`config.mk`:
```
export PLATFORM = sky130hd
export DESIGN_NAME = second_chance_key_ctrl
export DESIGN_NICKNAME = d
export VERILOG_FILES = /design/src/rtl/second_chance_pkg.sv /design/src/rtl/sc_prio_enc.sv /design/src/rtl/second_chance_key_ctrl.sv
export SDC_FILE = /design/constraint.sdc
export NUM_CORES = 1
export LEC_CHECK = 0
export CAP_MARGIN = 20
export CORE_MARGIN = 4
export CORE_UTILIZATION = 50
export CTS_BUF_LIST = sky130_fd_sc_hd__clkbuf_2
export CTS_CLUSTER_SIZE = 20
export DETAILED_ROUTE_END_ITERATION = 8
export PLACE_DENSITY = 0.93
export SLEW_MARGIN = 15
export SYNTH_ARGS = -nofsm -noshare
export SYNTH_HDL_FRONTEND = slang
export SYNTH_SLANG_ARGS = --single-unit
```
`constraint.sdc`:
```
create_clock -name clk -period 6.9 [get_ports clk]
set_clock_uncertainty 0.15 [all_clocks]
set_input_delay 1.38 -clock clk [delete_from_list [all_inputs] [get_ports clk]]
set_output_delay 1.38 -clock clk [all_outputs]
set_load 0.02 [all_outputs]
```
`src/rtl/second_chance_pkg.sv`:
```
// Shared types for the second-chance key/value store controllers.
package second_chance_pkg;

  // Request opcodes as presented on req_op_i.
  typedef enum logic [1:0] {
    OP_LOOKUP = 2'd0,
    OP_INSERT = 2'd1,
    OP_DELETE = 2'd2,
    OP_RSVD   = 2'd3
  } op_e;

  // Controller sequencing states.
  typedef enum logic [2:0] {
    IDLE  = 3'd0,
    MATCH = 3'd1,
    SCAN  = 3'd2,
    WRITE = 3'd3,
    RESP  = 3'd4
  } state_e;

endpackage

```
`src/rtl/sc_prio_enc.sv`:
```
// Lowest-set-bit priority encoder with a found flag.
module sc_prio_enc #(
  parameter int N  = 8,
  parameter int IW = $clog2(N)
) (
  input  logic [N-1:0]  vec_i,
  output logic          found_o,
  output logic [IW-1:0] idx_o
);

  // Scan from the top down so the lowest set bit is the last one written.
  always_comb begin
    found_o = 1'b0;
    idx_o   = '0;
    for (int i = N - 1; i >= 0; i--) begin
      if (vec_i[i]) begin
        found_o = 1'b1;
        idx_o   = IW'(i);
      end
    end
  end

endmodule

```
`src/rtl/second_chance_key_ctrl.sv`:
```
// Controller for an array of CAM key cells: lookup/insert/delete with
// second-chance (clock) eviction when every cell holds a valid key.
module second_chance_key_ctrl
  import second_chance_pkg::*;
#(
  parameter int KEY_WIDTH = 32,
  parameter int NUM_CELLS = 8,
  parameter int IDX_WIDTH = $clog2(NUM_CELLS)
) (
  input  logic                 clk,
  input  logic                 reset,
  input  logic                 req_valid_i,
  output logic                 req_ready_o,
  input  logic [1:0]           req_op_i,
  input  logic [KEY_WIDTH-1:0] req_key_i,
  output logic                 rsp_valid_o,
  output logic                 rsp_hit_o,
  output logic [IDX_WIDTH-1:0] rsp_idx_o,
  output logic                 rsp_evicted_o,
  output logic [KEY_WIDTH-1:0] cell_key_o,
  output logic [NUM_CELLS-1:0] cell_cs_o,
  output logic                 cell_we_o,
  output logic                 cell_del_o,
  input  logic [NUM_CELLS-1:0] cell_empty_i,
  input  logic [NUM_CELLS-1:0] cell_fits_read_i
);

  state_e                 state_q, state_d;
  op_e                    op_q, op_d;
  logic [KEY_WIDTH-1:0]   key_q, key_d;
  logic [NUM_CELLS-1:0]   ref_q, ref_d;
  logic [IDX_WIDTH-1:0]   hand_q, hand_d;
  logic [IDX_WIDTH-1:0]   target_q, target_d;
  logic                   hit_q, hit_d;
  logic [IDX_WIDTH-1:0]   idx_q, idx_d;
  logic                   evicted_q, evicted_d;

  logic                   hit_found;
  logic [IDX_WIDTH-1:0]   hit_idx;
  logic                   empty_found;
  logic [IDX_WIDTH-1:0]   empty_idx;
  logic                   in_write;

  sc_prio_enc #(.N(NUM_CELLS), .IW(IDX_WIDTH)) u_hit_enc (
    .vec_i   (cell_fits_read_i),
    .found_o (hit_found),
    .idx_o   (hit_idx)
  );

  sc_prio_enc #(.N(NUM_CELLS), .IW(IDX_WIDTH)) u_empty_enc (
    .vec_i   (cell_empty_i),
    .found_o (empty_found),
    .idx_o   (empty_idx)
  );

  // State and datapath registers; reset clears ref bits and parks the hand at 0.
  always_ff @(posedge clk) begin
    if (reset) begin
      state_q   <= IDLE;
      op_q      <= OP_LOOKUP;
      key_q     <= '0;
      ref_q     <= '0;
      hand_q    <= '0;
      target_q  <= '0;
      hit_q     <= 1'b0;
      idx_q     <= '0;
      evicted_q <= 1'b0;
    end else begin
      state_q   <= state_d;
      op_q      <= op_d;
      key_q     <= key_d;
      ref_q     <= ref_d;
      hand_q    <= hand_d;
      target_q  <= target_d;
      hit_q     <= hit_d;
      idx_q     <= idx_d;
      evicted_q <= evicted_d;
    end
  end

  // Next-state logic: match, clock-hand scan, single-cycle write, response.
  always_comb begin
    state_d   = state_q;
    op_d      = op_q;
    key_d     = key_q;
    ref_d     = ref_q;
    hand_d    = hand_q;
    target_d  = target_q;
    hit_d     = hit_q;
    idx_d     = idx_q;
    evicted_d = evicted_q;
    unique case (state_q)
      IDLE: begin
        if (req_valid_i && req_ready_o) begin
          op_d      = op_e'(req_op_i);
          key_d     = req_key_i;
          hit_d     = 1'b0;
          idx_d     = '0;
          evicted_d = 1'b0;
          state_d   = MATCH;
        end
      end
      MATCH: begin
        unique case (op_q)
          OP_LOOKUP: begin
            if (hit_found) begin
              hit_d          = 1'b1;
              idx_d          = hit_idx;
              ref_d[hit_idx] = 1'b1;
            end
            state_d = RESP;
          end
          OP_INSERT: begin
            if (hit_found) begin
              hit_d          = 1'b1;
              idx_d          = hit_idx;
              ref_d[hit_idx] = 1'b1;
              state_d        = RESP;
            end else if (empty_found) begin
              // A free cell always beats eviction; the hand stays put.
              target_d = empty_idx;
              idx_d    = empty_idx;
              state_d  = WRITE;
            end else begin
              state_d = SCAN;
            end
          end
          OP_DELETE: begin
            if (hit_found) begin
              hit_d    = 1'b1;
              idx_d    = hit_idx;
              target_d = hit_idx;
              state_d  = WRITE;
            end else begin
              state_d = RESP;
            end
          end
          default: state_d = RESP;
        endcase
      end
      SCAN: begin
        // Referenced slots get a second chance; the first unreferenced one is the victim.
        hand_d = hand_q + 1'b1;
        if (ref_q[hand_q]) begin
          ref_d[hand_q] = 1'b0;
        end else begin
          target_d  = hand_q;
          idx_d     = hand_q;
          evicted_d = 1'b1;
          state_d   = WRITE;
        end
      end
      WRITE: begin
        ref_d[target_q] = 1'b0;
        state_d         = RESP;
      end
      RESP:    state_d = IDLE;
      default: state_d = IDLE;
    endcase
  end

  assign in_write    = (state_q == WRITE) && !reset;
  assign req_ready_o = (state_q == IDLE) && !reset;
  assign rsp_valid_o = (state_q == RESP) && !reset;

  assign rsp_hit_o     = rsp_valid_o && hit_q;
  assign rsp_idx_o     = rsp_valid_o ? idx_q : '0;
  assign rsp_evicted_o = rsp_valid_o && evicted_q;

  assign cell_key_o = key_q;
  assign cell_we_o  = in_write && (op_q == OP_INSERT);
  assign cell_del_o = in_write && (op_q == OP_DELETE);

  // One-hot select of the target cell, only while writing.
  for (genvar gi = 0; gi < NUM_CELLS; gi++) begin : g_cs
    assign cell_cs_o[gi] = in_write && (target_q == IDX_WIDTH'(gi));
  end

endmodule
```
Word level (Yosys, flattened, before mapping). Cells that the tools add are included.

Output and inout port bits: 49. Word-level logic and storage cells: 153. Bits in registers: 56. Bits of input ports: 53.

$lt $le $gt $ge: 6. $add $sub $neg: 1. Mux-type cells: 68. Reductions and logical operators: 38. Equal/unequal tests: 26. Bitwise operators: 5.

Operators with widths (number): 3-bit 2-to-1 mux (27); 1-bit 2-to-1 mux (25); 8-bit 2-to-1 mux (3); 3-bit case mux with 2 select lines (4); 8-bit case mux with 3 select lines (1); 1-bit logical AND (19); 3-bit != test (second input constant) (6); 8-bit AND (2); 8-bit inverter (2); 3-bit equality test (second input constant) (5); 3-bit by 2-bit equality test with 1-bit output (second input constant) (4); 3-bit by 4-bit less-than comparator with 1-bit output (second input constant) (3); 2-bit != test (second input constant) (6); 3-bit case mux with 4 select lines (1); 6-bit AND reduction (2); 1-bit demux with 3-bit select (3); 3-bit by 1-bit greater-or-equal comparator with 1-bit output (second input constant) (3); 3-bit case mux with 3 select lines (1); 8-bit OR (1); 4-bit AND reduction (2); 3-bit by 1-bit equality test with 1-bit output (second input constant) (2); 3-bit zero test (2); 2-bit nonzero test (3); 3-bit nonzero test (2); other kinds (12) (15).

Logic depth before layout (Yosys ltp).
Depth in word-level cells: 16. Mapped depth: 8. Gate-level depth less buffers: 7.

Modules after synthesis. From an unflattened synthesis, not the netlist that was laid out.

Cell total of the unflattened synthesis: 377. Area total of the unflattened synthesis: 2996.6 µm².

By module, submodules not included: second_chance_key_ctrl (cells each 351, instances 1, area each 2836.5 µm², sequential area each 1121.1 µm²); sc_prio_enc (cells each 13, instances 2, area each 80.1 µm², sequential area each 0.0 µm²).

Worst setup path before layout. No wires, ideal clock.

Kind: input to output. Start point: input port reset. End point: output port cell_cs_o[5]. Stages on the path: 5. Buffers on the path: 2. Required time: 5370 ps. Arrival time: 2384 ps. Slack: 2986 ps. Path through: clkbuf_1 -> clkinv_1 -> clkbuf_1 -> nand2_1 -> nor2_1.

Word-level cells in the longest chain between the ends: 3.

Ends and longest elaborated chain: start, declared (line second_chance_key_ctrl.sv:11) `input logic reset,`; 1-bit zero test (line second_chance_key_ctrl.sv:162) `assign in_write = (state_q == WRITE) && !reset;`; 1-bit logical AND (line second_chance_key_ctrl.sv:162); 1-bit logical AND (line second_chance_key_ctrl.sv:176) `assign cell_cs_o[gi] = in_write && (target_q == IDX_WIDTH'(gi));`; end, declared (line second_chance_key_ctrl.sv:21) `output logic [NUM_CELLS-1:0] cell_cs_o,`.

Every way passes these cells.

Worst setup path in the final report.
Start point: input port reset. End point: output port rsp_evicted_o.

Word-level cells in the longest chain between the ends: 3.

Ends and longest elaborated chain: 1-bit zero test (line second_chance_key_ctrl.sv:164) `assign rsp_valid_o = (state_q == RESP) && !reset;`; 1-bit logical AND (line second_chance_key_ctrl.sv:164); 1-bit logical AND (line second_chance_key_ctrl.sv:168) `assign rsp_evicted_o = rsp_valid_o && evicted_q;`; end, declared (line second_chance_key_ctrl.sv:19) `output logic rsp_evicted_o,`.

Every way passes these cells.

==> summary.md <==
| Metric | Value |
|---|---|
| Total chip power | `0.000713 W` |
| Placer Congestion | `0.917` |
| CTS Sinks | `56` |
| Mean post-synth cell area | `7.61 µm²` |
| CP max FO | `35` |
| Max-slew violation count | `0` |
| Fin crit share | `74.6%` |
| Core Util, Final | `72.4%` |
| Routed wire length | `9270 µm` |
| Synth Area in Compound Gates | `18.0%` |
| Cell Pwr Density | `176 nW/µm²` |
| Yosys top cell by area | `dfxtp_1` |
| Synth Warn # | `0` |
| Clock root buffer master | `clkbuf_2` |
| Post-DP HPWL | `6810 µm` |
| Async SR Flop Fraction | `0%` |
| Synth cell types | `57` |
| Run status | `finished clean` |
| Grt ovf | `0` |
| Final Net Count | `532` |
| CTS resizes | `0` |
| EDFF count, synth | `0` |
| Fill count | `431` |
| Global-route wire length before repair | `14500 µm` |
| Max_slew headroom | `45.5%` |
| CTS tree | `built` |
| Max-cap violation count | `0` |
| Layout cells sized above 1 | `4.84%` |
| TritonCTS buffer count | `5` |
| DR vias | `3299` |
| Routed WL per cell | `16.9 µm` |
| Seq cells post-synth | `56` |
| Vias in the first global route | `3100` |
| Crit end category | `primary output` |
| Final Critical Period | `5.15 ns` |
| Unrepaired setup endpoints after global routing | `false` |
| Buffers on Ports | `101` |
| Initial antenna violation count | `0` |
| Largest family of logic cells by synthesized area | `simple AND/OR/NAND/NOR gates` |
| DIE WIDTH | `84.5 µm` |
| CTS clk-pin slew, worst paths | `0.29 ns` |
| Setup violations, final | `0` |
| Critical path arrival | `3.62 ns` |
| Worst-margin pin slew | `0.810 ns` |
| Crit start category | `primary input` |
| DRT iter0 DRCs | `273` |
| Multiplexer share of the synthesized area | `2.09%` |
| Adder-Cell Fraction of Synth Area | `2.14%` |
| Postcts setup bufs | `0` |
| Worst-skew pair later-pin latency | `0.48 ns` |
| Cts-stage hold buffer count | `0` |
| Syn Nets | `443` |
| Multi-input gate area | `1670 µm²` |
| Total track usage | `24.3%` |
| Top cells by area, synth | `dfxtp_1 38%, nand2_1 11%, nand3_1 6.8%, nor2_1 2.7%, clkbuf_1 2.6%` |
| Sequential-to-total area share from yosys stat | `38.3%` |
| Top FF cell, synth | `dfxtp_1` |
| Core area | `5610 µm²` |
| Post-Synth XOR/XNOR Area | `0.598%` |
| Largest net degree at the start of global routing | `36` |
| Final-report hold violation count | `0` |
| Clk buf depth | `2` |
| Pre-antenna DRT Iters | `5` |
| Area share of the largest cell type after synthesis | `38.3%` |
| # IOs | `102` |
| Simple-gate share of the synthesized area | `34.2%` |
| Synth Instances | `385` |
| WP data required | `5.37 ns` |
| # diodes | `0` |
| Critical path class | `primary input to primary output` |
| Area growth syn-to-layout | `38.7%` |
| Starting Density | `52.2%` |
| Highest achievable clock rate | `194 MHz` |
| Setup TNS Final | `0 ns` |
| Antenna viol nets, final | `0` |
| Register area | `1120 µm²` |
| FP Rows | `27` |
| Synthesized cell area | `2930 µm²` |
| Drc violations | `0` |
| Die area | `7150 µm²` |
| Number of vias per cell | `6.03` |
| Hold WC Path Type | `flop to flop` |
| Die span in y | `84.5 µm` |
| Clock H-tree levels | `2` |
| Worst VDD drop | `0.117 mV` |
| Lkg Pwr | `1.53 nW` |
[layout by cell type, fill, tap and decap left out, drive strengths merged, types with 4 or more instances in the layout]
cell and instances:
dfxtp 56, nand3 40, a21oi 13, clkdlybuf4s50 101, and2 9, nor4 6, nor3 8, nand2 84
or4 5, o22ai 4, o21ai 14, a211oi 6, inv 13, clkbuf 6, buf 4, nor2b 5
mux2i 5, ha 5, a221oi 4, a31oi 6, nand2b 5, nand3b 8, nor2 21
[power by group]
part | switching, W | leakage (nW) | internal, W
Combinational | 0.0000926 | 1.03 | 0.0000855
Sequential | 0.0000162 | 0.458 | 0.000347
Clock | 0.000107 | 0.0436 | 0.0000642
[synth_stat cells, types with 2 or more instances]
| library cell | instances |
|---|---|
| and3_1 | 3 |
| nor4_1 | 5 |
| or2_2 | 3 |
| o31ai_1 | 3 |
| or4_1 | 3 |
| a21boi_0 | 2 |
| clkbuf_1 | 20 |
| and2_1 | 9 |
| a221oi_1 | 4 |
| o21bai_1 | 2 |
| a21oi_1 | 12 |
| a32oi_1 | 2 |
| a211oi_1 | 5 |
| or4_4 | 2 |
| nand4_1 | 3 |
| o22ai_1 | 4 |
| nand3_1 | 40 |
| dfxtp_1 | 56 |
| nand2b_1 | 5 |
| o21ai_0 | 14 |
| o211ai_1 | 3 |
| inv_1 | 12 |
| nor2_1 | 21 |
| nor3_1 | 8 |
| nor2b_1 | 5 |
| or3_1 | 2 |
| o32ai_1 | 2 |
| nand2_1 | 84 |
| nand3b_1 | 8 |
| o221ai_1 | 2 |
| buf_1 | 2 |
| mux2i_1 | 5 |
| ha_1 | 5 |
| a31oi_1 | 6 |
[metrics by stage]
step | cell area, µm² | hold slack [ns] | setup slack (ns) | instances
after floorplan | 2930 | 0.279 | 2.99 | 385
after global placement | 3970 | 0.291 | 1.86 | 538
after detailed placement | 3970 | 0.295 | 1.84 | 538
after CTS | 4030 | 0.324 | 1.85 | 546
after global routing | 4060 | 0.339 | 1.64 | 547
final | 4060 | 0.321 | 1.75 | 547
[state kept, by name, indices dropped and copies added (netlist names)]
name        count
cell_key_o     32
idx_q           3
ref_q           8
hand_q          3
hit_q           1
target_q        3
state_q         3
evicted_q       1
op_q            2
[cell type report]
cell class                      instances  area share [%]
Timing Repair Buffer                  105            26.1
Inverter                               13            1.20
Clock buffer                            6           0.739
Tap cell                               72            2.22
Sequential cell                        56            27.6
Multi-Input combinational cell        293            41.2
Clock inverter                          2           0.955
[per-layer routing]
metal | vias up | wire (µm) | track usage, %
li1 | 1551 | - | -
met1 | 1516 | 3620 | 29.8
met2 | 190 | 4660 | 42.3
met3 | 42 | 692 | 4.02
met4 | 0 | 299 | 9.64
met5 | - | 0 | 0
[worst max-delay path, cell delays in order]
cell	delay (ns)
clkdlybuf4s50_1	0.48
clkinv_1	0.31
buf_4	0.38
and3_1	0.28
and2_1	0.20
clkdlybuf4s50_1	0.58
[cells by family after synthesis]
kind of cell / after synthesis
AOI/OAI and AO/OA: 75
muxes: 6
buffers and inverters: 36
DFF: 56
and+or+nand+nor: 205
xor gates and xnor gates: 2
adders and majority gates: 5
[final timing paths]
path                  startpoint  slack [ns]  cells past startpoint              to
setup / recovery           reset        1.75                      6   rsp_evicted_o
hold reg to reg   cell_key_o[10]        0.32                      2  cell_key_o[10]
setup reg to reg      state_q[1]        4.43                      5        ref_q[0]
hold / removal    cell_key_o[10]        0.32                      2  cell_key_o[10]
No activity file was read; power rests on OpenSTA's default activity.
==> RTL change: new RTL, same settings <==
Re-encode `state_e` (5 states) as one-hot, 5 bits wide.
--- a/src/rtl/second_chance_pkg.sv
+++ b/src/rtl/second_chance_pkg.sv
@@ -11,10 +11,10 @@
 
   // Controller sequencing states.
-  typedef enum logic [2:0] {
-    IDLE  = 3'd0,
-    MATCH = 3'd1,
-    SCAN  = 3'd2,
-    WRITE = 3'd3,
-    RESP  = 3'd4
+  typedef enum logic [4:0] {
+    IDLE  = 5'b00001,
+    MATCH = 5'b00010,
+    SCAN  = 5'b00100,
+    WRITE = 5'b01000,
+    RESP  = 5'b10000
   } state_e;
 
Behaviour: same outputs for any inputs over 10 cycles, from zero or initial values and one cycle with reset high; not proved beyond that.
==> RTL change against the original RTL <==
  * Total power is 5.0% higher
  * Register-to-register slack worse by 0.11 ns
  * Count of clock-buffer cells in the layout is 4 higher
  * Critical path depth stayed put
  * Clock power is 22% higher
  * Design area is 3.9% higher
  * First-iteration DRC count is 1.1% higher
  * Synthesized area is 4.5% higher
  * Setup slack better by 0.29 ns
  * Routed wire length is 3.6% lower
  * Sequential cell count is 2 higher
  * Via count is 0.42% higher
  * Critical endpoint is now cell_we_o
==> RTL change: results (changes against the original RTL) <==
Synth Area in Compound Gates 0.2437 (+0.06340); FF-to-FF Start op_q[0]$_SDFFE_PP0P_; syn_nets 449 (+1.4%); P_comb 0.170 mW (-4%); port bufs 101 (unchanged); post-synthesis adder-cell area fraction 0.02044 (-0.0009169); wl on met1 3.671 mm (+1.5%); routed wl met3 835 um (+21%); vias 3,313 (+0.42%); Clock transition at path regs 0.16 ns (-0.13 ns); hold crit path type flip-flop to flip-flop; outcome complete, no violations; Int Pwr 0.5220 mW (+5.1%); post-CTS setup buffers 0 (unchanged); final non-filler cell total 566 (+3.5%); Seq/Total Area, Yosys 0.3794 (-0.003347); met2 usage in global routing 0.3826 (-0.04087); hold_sp evicted_q$_SDFFE_PP0P_; Synth top cells by count 84 x nand2_1, 58 x dfxtp_1, 43 x o21ai_0, 25 x nor2_1, 18 x clkbuf_1; Routed WL per cell 15.77 um (-6.9%); post-synthesis mux area share 0.02208 (+0.001146); area post-placement 4105 um^2 (+3.5%); peak fanout along the critical path 40 (+14%); Netlist cell types 58 (+1.8%); first-pass GRT wire length 14.25 mm (-1.5%); dpl hpwl 6.663 mm (-2.2%); dpl cells 549 (+2.0%); Final GP Congestion 0.9496 (+3.6%); Comb power frac 0.227 (-0.023); top area cells in the synthesized netlist dfxtp_1 38%, nand2_1 10%, o21ai_0 7.0%; CTS Buf Count 9 (+4); Post-Synth XOR/XNOR Area 0.005724 (-0.0002567); static leakage power 1.449 nW (-5.6%); metal2 WL 4.252 mm (-8.7%); Setup WS pre-CTS 2.053 ns (+0.2128 ns); H-tree lvl count 3 (+1); vias in the first global route 3,093 (-0.23%); VDD IR max 263.1 uV (+130%); largest net degree at the start of global routing 71 (+97%); Fillers 443 (+2.8%); Final nets 544 (+2.3%); Slew HR 0.5192 (+0.06411); share of cells above drive strength 1 0.05906 (+0.01064); Starting DRT DRC Count 276 (+1.1%); Synth Area per Inst 7.827 um^2 (+2.9%); met1 GRT Util 0.2970 (-0.0007283); sequential power share 0.493 (-0.017); CP arrival 3.33 ns (-0.29 ns); met3 Track Usage GR 0.08175 (+0.04151); slowest stage delay, CP 0.60 ns (+0.02 ns); GRT Util Overall 0.2379 (-0.005300); FFs w/ async S/R, synth 0 (unchanged)
## RTL change: cell count changes after synthesis, moves of 6 or more
cell | unedited run | this run
nand3b_1 | 8 | 0
a211oi_1 | 5 | 11
nand3_1 | 40 | 10
o21ai_0 | 14 | 43
a41oi_1 | 0 | 8
## RTL change: layout make-up
| class | count | area, um^2 | area share |
|---|---|---|---|
| multi-input combinational | 304 | 1787 | 0.4236 |
| sequential | 58 | 1161 | 0.2753 |
| timing repair buffer | 105 | 1039 | 0.2462 |
| tap | 75 | 93.84 | 0.02225 |
| clock inverter | 6 | 57.56 | 0.01365 |
| clock buffer | 10 | 50.05 | 0.01187 |
| inverter | 8 | 30.03 | 0.007120 |
## RTL change: final timing paths
check / endpoint / slack (ns) / cells after the start
setup / recovery: cell_we_o / 2.04 / 6
hold / removal: evicted_q$_SDFFE_PP0P_ / 0.31 / 2
setup reg to reg: idx_q[1]$_SDFFE_PP0P_ / 4.32 / 6
hold reg to reg: evicted_q$_SDFFE_PP0P_ / 0.31 / 2
